`config.mk`:
```
export PLATFORM = sky130hd
export DESIGN_NAME = uart_core
export DESIGN_NICKNAME = d
export VERILOG_FILES = /design/src/rtl/uart_core.sv
export SDC_FILE = /design/constraint.sdc
export NUM_CORES = 1
export LEC_CHECK = 0
export ABC_CLOCK_PERIOD_IN_PS = 3400
export BUFFER_PORTS_ARGS = -buffer_cell sky130_fd_sc_hd__buf_4
export CAP_MARGIN = 20
export CORE_MARGIN = 2
export CORE_UTILIZATION = 61
export DETAILED_ROUTE_END_ITERATION = 10
export PLACE_DENSITY = 0.76
export SKIP_CTS_REPAIR_TIMING = 1
export SYNTH_ARGS = -nofsm -noshare
export SYNTH_HDL_FRONTEND = slang
export SYNTH_SLANG_ARGS = --single-unit
export TNS_END_PERCENT = 1
```
`constraint.sdc`:
```
create_clock -name clkin -period 3.4 [get_ports clkin]
set_input_delay 0.17 -clock clkin [delete_from_list [all_inputs] [get_ports clkin]]
set_output_delay 0.17 -clock clkin [all_outputs]
set_load 0.01 [all_outputs]
```
`src/rtl/uart_core.sv`:
```
// uart_core: single-clock UART transceiver with runtime baud divisor, parity, 1/2 stop bits
// and a 16x-oversampled receiver with start-bit glitch rejection and error flags.
module uart_core #(
   parameter int DATA_BITS = 8,
   parameter int OVERSAMPLE = 16,
   parameter int DIV_W = 16
) (
   input  logic                 clkin,
   input  logic                 rst,
   input  logic [DIV_W-1:0]     baud_div,
   input  logic [1:0]           parity_mode,
   input  logic                 stop2,
   input  logic [DATA_BITS-1:0] tx_data,
   input  logic                 tx_start,
   input  logic                 rx,
   output logic                 tx,
   output logic                 tx_busy,
   output logic                 tx_done,
   output logic                 rx_busy,
   output logic                 rx_done,
   output logic [DATA_BITS-1:0] rx_data,
   output logic                 parity_err,
   output logic                 frame_err,
   output logic                 baud_tick
);
   localparam int OS_W = $clog2(OVERSAMPLE);
   localparam int BW = $clog2(DATA_BITS);
   localparam logic [OS_W-1:0] OS_LAST = OS_W'(OVERSAMPLE - 1);
   localparam logic [OS_W-1:0] OS_HALF = OS_W'(OVERSAMPLE / 2 - 1);
   localparam logic [BW-1:0] BIT_LAST = BW'(DATA_BITS - 1);
   localparam logic [2:0] S_IDLE = 3'd0;
   localparam logic [2:0] S_START = 3'd1;
   localparam logic [2:0] S_DATA = 3'd2;
   localparam logic [2:0] S_PAR = 3'd3;
   localparam logic [2:0] S_STOP = 3'd4;
   logic [DIV_W-1:0] probe_cnt;
   assign baud_tick = probe_cnt >= baud_div;
   always_ff @(posedge clkin)
      if (rst) probe_cnt <= '0;
      else probe_cnt <= baud_tick ? '0 : probe_cnt + 1'b1;
   logic [2:0] tx_state;
   logic [DIV_W-1:0] tx_div, tx_div_cnt;
   logic [OS_W-1:0] tx_os;
   logic [BW-1:0] tx_bit;
   logic [DATA_BITS-1:0] tx_sh;
   logic tx_par, tx_par_en, tx_stop2, tx_stop_cnt;
   logic tx_tick, tx_bit_end;
   assign tx_tick = tx_div_cnt >= tx_div;
   assign tx_bit_end = tx_tick && tx_os == OS_LAST;
   assign tx_busy = tx_state != S_IDLE;
   // tx is registered and already holds the level of the current bit; bit_end loads the next one
   always_ff @(posedge clkin)
      if (rst) begin
         tx_state <= S_IDLE;
         tx <= 1'b1;
         tx_done <= 1'b0;
         tx_div <= '0;
         tx_div_cnt <= '0;
         tx_os <= '0;
         tx_bit <= '0;
         tx_sh <= '0;
         tx_par <= 1'b0;
         tx_par_en <= 1'b0;
         tx_stop2 <= 1'b0;
         tx_stop_cnt <= 1'b0;
      end else begin
         tx_done <= 1'b0;
         if (tx_state == S_IDLE) begin
            tx_div_cnt <= '0;
            tx_os <= '0;
            tx_bit <= '0;
            tx_stop_cnt <= 1'b0;
            if (tx_start) begin
               tx_state <= S_START;
               tx <= 1'b0;
               tx_sh <= tx_data;
               tx_div <= baud_div;
               tx_par <= ^tx_data ^ (parity_mode == 2'b10);
               tx_par_en <= ^parity_mode;
               tx_stop2 <= stop2;
            end
         end else begin
            tx_div_cnt <= tx_tick ? '0 : tx_div_cnt + 1'b1;
            if (tx_tick) tx_os <= tx_bit_end ? '0 : tx_os + 1'b1;
            if (tx_bit_end)
               case (tx_state)
                  S_START: begin
                     tx <= tx_sh[0];
                     tx_sh <= tx_sh >> 1;
                     tx_state <= S_DATA;
                  end
                  S_DATA:
                     if (tx_bit == BIT_LAST) begin
                        tx <= tx_par_en ? tx_par : 1'b1;
                        tx_state <= tx_par_en ? S_PAR : S_STOP;
                     end else begin
                        tx <= tx_sh[0];
                        tx_sh <= tx_sh >> 1;
                        tx_bit <= tx_bit + 1'b1;
                     end
                  S_PAR: begin
                     tx <= 1'b1;
                     tx_state <= S_STOP;
                  end
                  default:
                     if (tx_stop_cnt == tx_stop2) begin
                        tx_state <= S_IDLE;
                        tx_done <= 1'b1;
                     end else tx_stop_cnt <= 1'b1;
               endcase
         end
      end
   logic rx_s1, rx_s2, rx_d;
   logic [2:0] rx_state;
   logic [DIV_W-1:0] rx_div, rx_div_cnt;
   logic [OS_W-1:0] rx_os;
   logic [BW-1:0] rx_bit;
   logic [DATA_BITS-1:0] rx_sh;
   logic rx_par_en, rx_odd, rx_acc, rx_perr;
   logic rx_tick, rx_samp;
   assign rx_tick = rx_div_cnt >= rx_div;
   assign rx_samp = rx_tick && rx_os == (rx_state == S_START ? OS_HALF : OS_LAST);
   assign rx_busy = rx_state != S_IDLE;
   // rx_acc folds the data bits so the parity check is a single XOR at the parity sample
   always_ff @(posedge clkin)
      if (rst) begin
         rx_s1 <= 1'b1;
         rx_s2 <= 1'b1;
         rx_d <= 1'b1;
         rx_state <= S_IDLE;
         rx_div <= '0;
         rx_div_cnt <= '0;
         rx_os <= '0;
         rx_bit <= '0;
         rx_sh <= '0;
         rx_par_en <= 1'b0;
         rx_odd <= 1'b0;
         rx_acc <= 1'b0;
         rx_perr <= 1'b0;
         rx_done <= 1'b0;
         rx_data <= '0;
         parity_err <= 1'b0;
         frame_err <= 1'b0;
      end else begin
         rx_s1 <= rx;
         rx_s2 <= rx_s1;
         rx_d <= rx_s2;
         rx_done <= 1'b0;
         if (rx_state == S_IDLE) begin
            rx_div_cnt <= '0;
            rx_os <= '0;
            rx_bit <= '0;
            rx_acc <= 1'b0;
            rx_perr <= 1'b0;
            if (rx_d && !rx_s2) begin
               rx_state <= S_START;
               rx_div <= baud_div;
               rx_par_en <= ^parity_mode;
               rx_odd <= parity_mode == 2'b10;
            end
         end else begin
            rx_div_cnt <= rx_tick ? '0 : rx_div_cnt + 1'b1;
            if (rx_tick) rx_os <= rx_samp ? '0 : rx_os + 1'b1;
            if (rx_samp)
               case (rx_state)
                  S_START: rx_state <= rx_s2 ? S_IDLE : S_DATA;
                  S_DATA: begin
                     rx_sh <= {rx_s2, rx_sh[DATA_BITS-1:1]};
                     rx_acc <= rx_acc ^ rx_s2;
                     rx_bit <= rx_bit + 1'b1;
                     if (rx_bit == BIT_LAST) rx_state <= rx_par_en ? S_PAR : S_STOP;
                  end
                  S_PAR: begin
                     rx_perr <= rx_acc ^ rx_s2 ^ rx_odd;
                     rx_state <= S_STOP;
                  end
                  default: begin
                     rx_data <= rx_sh;
                     parity_err <= rx_perr;
                     frame_err <= ~rx_s2;
                     rx_done <= 1'b1;
                     rx_state <= S_IDLE;
                  end
               endcase
         end
      end
endmodule

```
==> results.ini <==
[synth]
synthesis.area_um2=7020
synth_edf_count=0
ys_ff_latch=140
synth_xor_area_share_pct=7.11
syn_avg_cell_area_um2=8.49
synthMuxAreaShare_pct=5.31
yosys.area_share.adder_pct=10.3
async_reset_ff_share_pct=0
synth_top_family_by_area=simple AND/OR/NAND/NOR gates
synthTopCellsByArea=dfxtp_1, ha_1, nand2_1
syn_inst=827
ys_seq_area_share_pct=39.9
synth_compound_area_share_pct=11.4
syn-num-nets=916
synth_cell_types=63
synth_ff_type=dfxtp_1
ys_warn_count=0
synth-simple-area-share_pct=20.7
synth_area_leader_cell=dfxtp_1
synth_top_area_share_pct=39.9

[die]
design.die.area_um2=12400
die_h_um=111
io-pin-count=47
fp-row-count=39
coreArea_um2=11300
initial_core_util_pct=62.0
die_width_um=111

[layout]
multi_input_comb_area_um2=3860
area_delta_synth_final_pct=15.0
n_fill_cell=887
register_area_um2=2800
fin_nets=962
final_layout_size_suffix_gt1_share_pct=11.7
design_area_um2=8070
final_common_cell=dfxtp_1
n_antenna_cell=0
final_cell_mix=dfxtp_1, nand2_1, nor2_1
fin_util_pct=71.3

[timing]
slew_headroom_pct=35.6
drv_slew=0
finalHoldViolations=0
timing.fmax_ghz=0.361
min_period_ps=2770
fin_crit_sh_pct=81.4
worst_clock_skew_ps=4.18
rsz0062_at_grt=no
worst_pin_slew_ps=958
tns_ps=0
setup_violations=0

[critical_path]
crit_type=flip-flop to flip-flop
cp_max_fo=16
startpoint=tx_div_cnt[0]
cp_data_arrival_time_ps=3110
timing.critical_path.from_type=flip-flop
worstPathRequired_ps=3740
cp-end-kind=flip-flop
r2r-start=tx_div_cnt[0]
reg2reg_slack_ps=630

[drt]
vias=5688
drt_iter0_markers=365
first_pass_iters=4
vias_per_cell=5.53
post_drt_wl_per_cell_um=14.6
antenna_left=0
drc=0
wl_mm=15.0

[cts]
cts-htree-levels=4
clk_pin_slew_worst_paths_ps=50
clkSinkCount=140
worstSkewPairLatency_ps=410
cts_made_buffers=17
cts_tree=done
max-clock-path-buffers=2
cts-root-buf=clkbuf_16

[grt]
grt_pass1_vias=5731
gr-total-overflow=0
grt_start_max_net_pins=67
track_usage_pct=25.7
grt_pass1_wl_mm=26.1
antenna_found_initial=0

[status]
status=finished clean

[place]
gp_congestion=0.891
placed_cell_area_um2=7460
numPortBuffers=46
dp_hpwl_mm=10.8

[pwr]
p_leak_uw=0.00335
power_density_nw_per_um2=477
worst_ir_drop_vdd_uv=449

[min_path]
hp-class=input port to flip-flop
hp-start=stop2

[flow_run]
cap_viol_max_count=0

-- sequential cells by signal, indices dropped and copies added (netlist names), 3 cells and up --
register	flops
tx_div_cnt	16
tx_state	3
rx_bit	3
probe_cnt	16
rx_os	4
tx_sh	8
tx_os	4
rx_data	8
rx_div	16
rx_div_cnt	16
tx_div	16
tx_bit	3
rx_state	3
rx_sh	8
-- final cells by class --
cell class	count	share of cell area, %
clock inverters	6	0.372
well taps	143	2.22
multi-input cells	596	47.8
repair buffers	54	5.10
flip-flops and latches	140	34.7
clock buffers	26	6.81
inverters	64	2.98
-- per-stage QoR --
stage,std cells,hold slack [ps],total power (uW),setup WS (ps)
floorplan,827,274,2010,1040
global placement,994,363,2100,781
detailed placement,994,366,2120,643
CTS,1026,-68.4,3870,614
global route,1029,10.1,3990,370
finish,1029,1.36,3850,631
-- cells by family (layout without fill, tap and decap cells) --
kind of cell | after synthesis | after routing
simple gates | 326 | 326
flops | 140 | 140
compound gates | 118 | 118
buf+inv | 91 | 150
fa+ha+maj | 58 | 58
xor+xnor | 57 | 57
mux | 37 | 37
-- per-layer routing --
metal / track usage, % / up-vias / wire length [um]
met1: 31.6 / 2702 / 6860
met4: 7.65 / 0 / 246
met5: 0 / - / 0
met2: 44.8 / 68 / 7540
li1: - / 2895 / -
met3: 5.96 / 23 / 390
-- final timing paths --
check | to | cells after the start
setup reg to reg | tx_div_cnt[5] | 8
setup / recovery | tx_div_cnt[5] | 8
hold reg to reg | rx_s2 | 1
hold / removal | tx_stop2 | 3
-- synth_stat cells (all sizes together) (2+ instances only) --
cell     count
inv         64
nor2b        6
buf          8
a311oi       3
a21oi       57
nand2b       2
o21bai       2
and2         5
or3          3
nor3        13
o21ai       12
xnor2       29
a2111oi      2
or2          5
a21o         5
nor4b        2
a211oi       5
o311a        7
and3        10
ha          58
dfxtp      140
a31oi        5
a31o         2
nand2      122
nor2       106
clkbuf      19
o211ai       4
and4         3
nand3       33
nand4       11
o31ai        3
mux2i       35
xor2        28
mux2         2
o311ai       2
-- worst max-delay path, stage by stage, from the launching register on --
cell,delay (ps)
dfxtp_1,370
inv_1,60
ha_1,250
nand2b_1,140
a2111oi_1,470
nor4b_2,130
or3_1,560
or2_1,500
nor2_1,200
-- power breakdown --
part	internal [uW]	switching, uW
clock	1100	654
sequential	1690	34.6
combinational	153	219
Power figures use the tool's default switching activity.
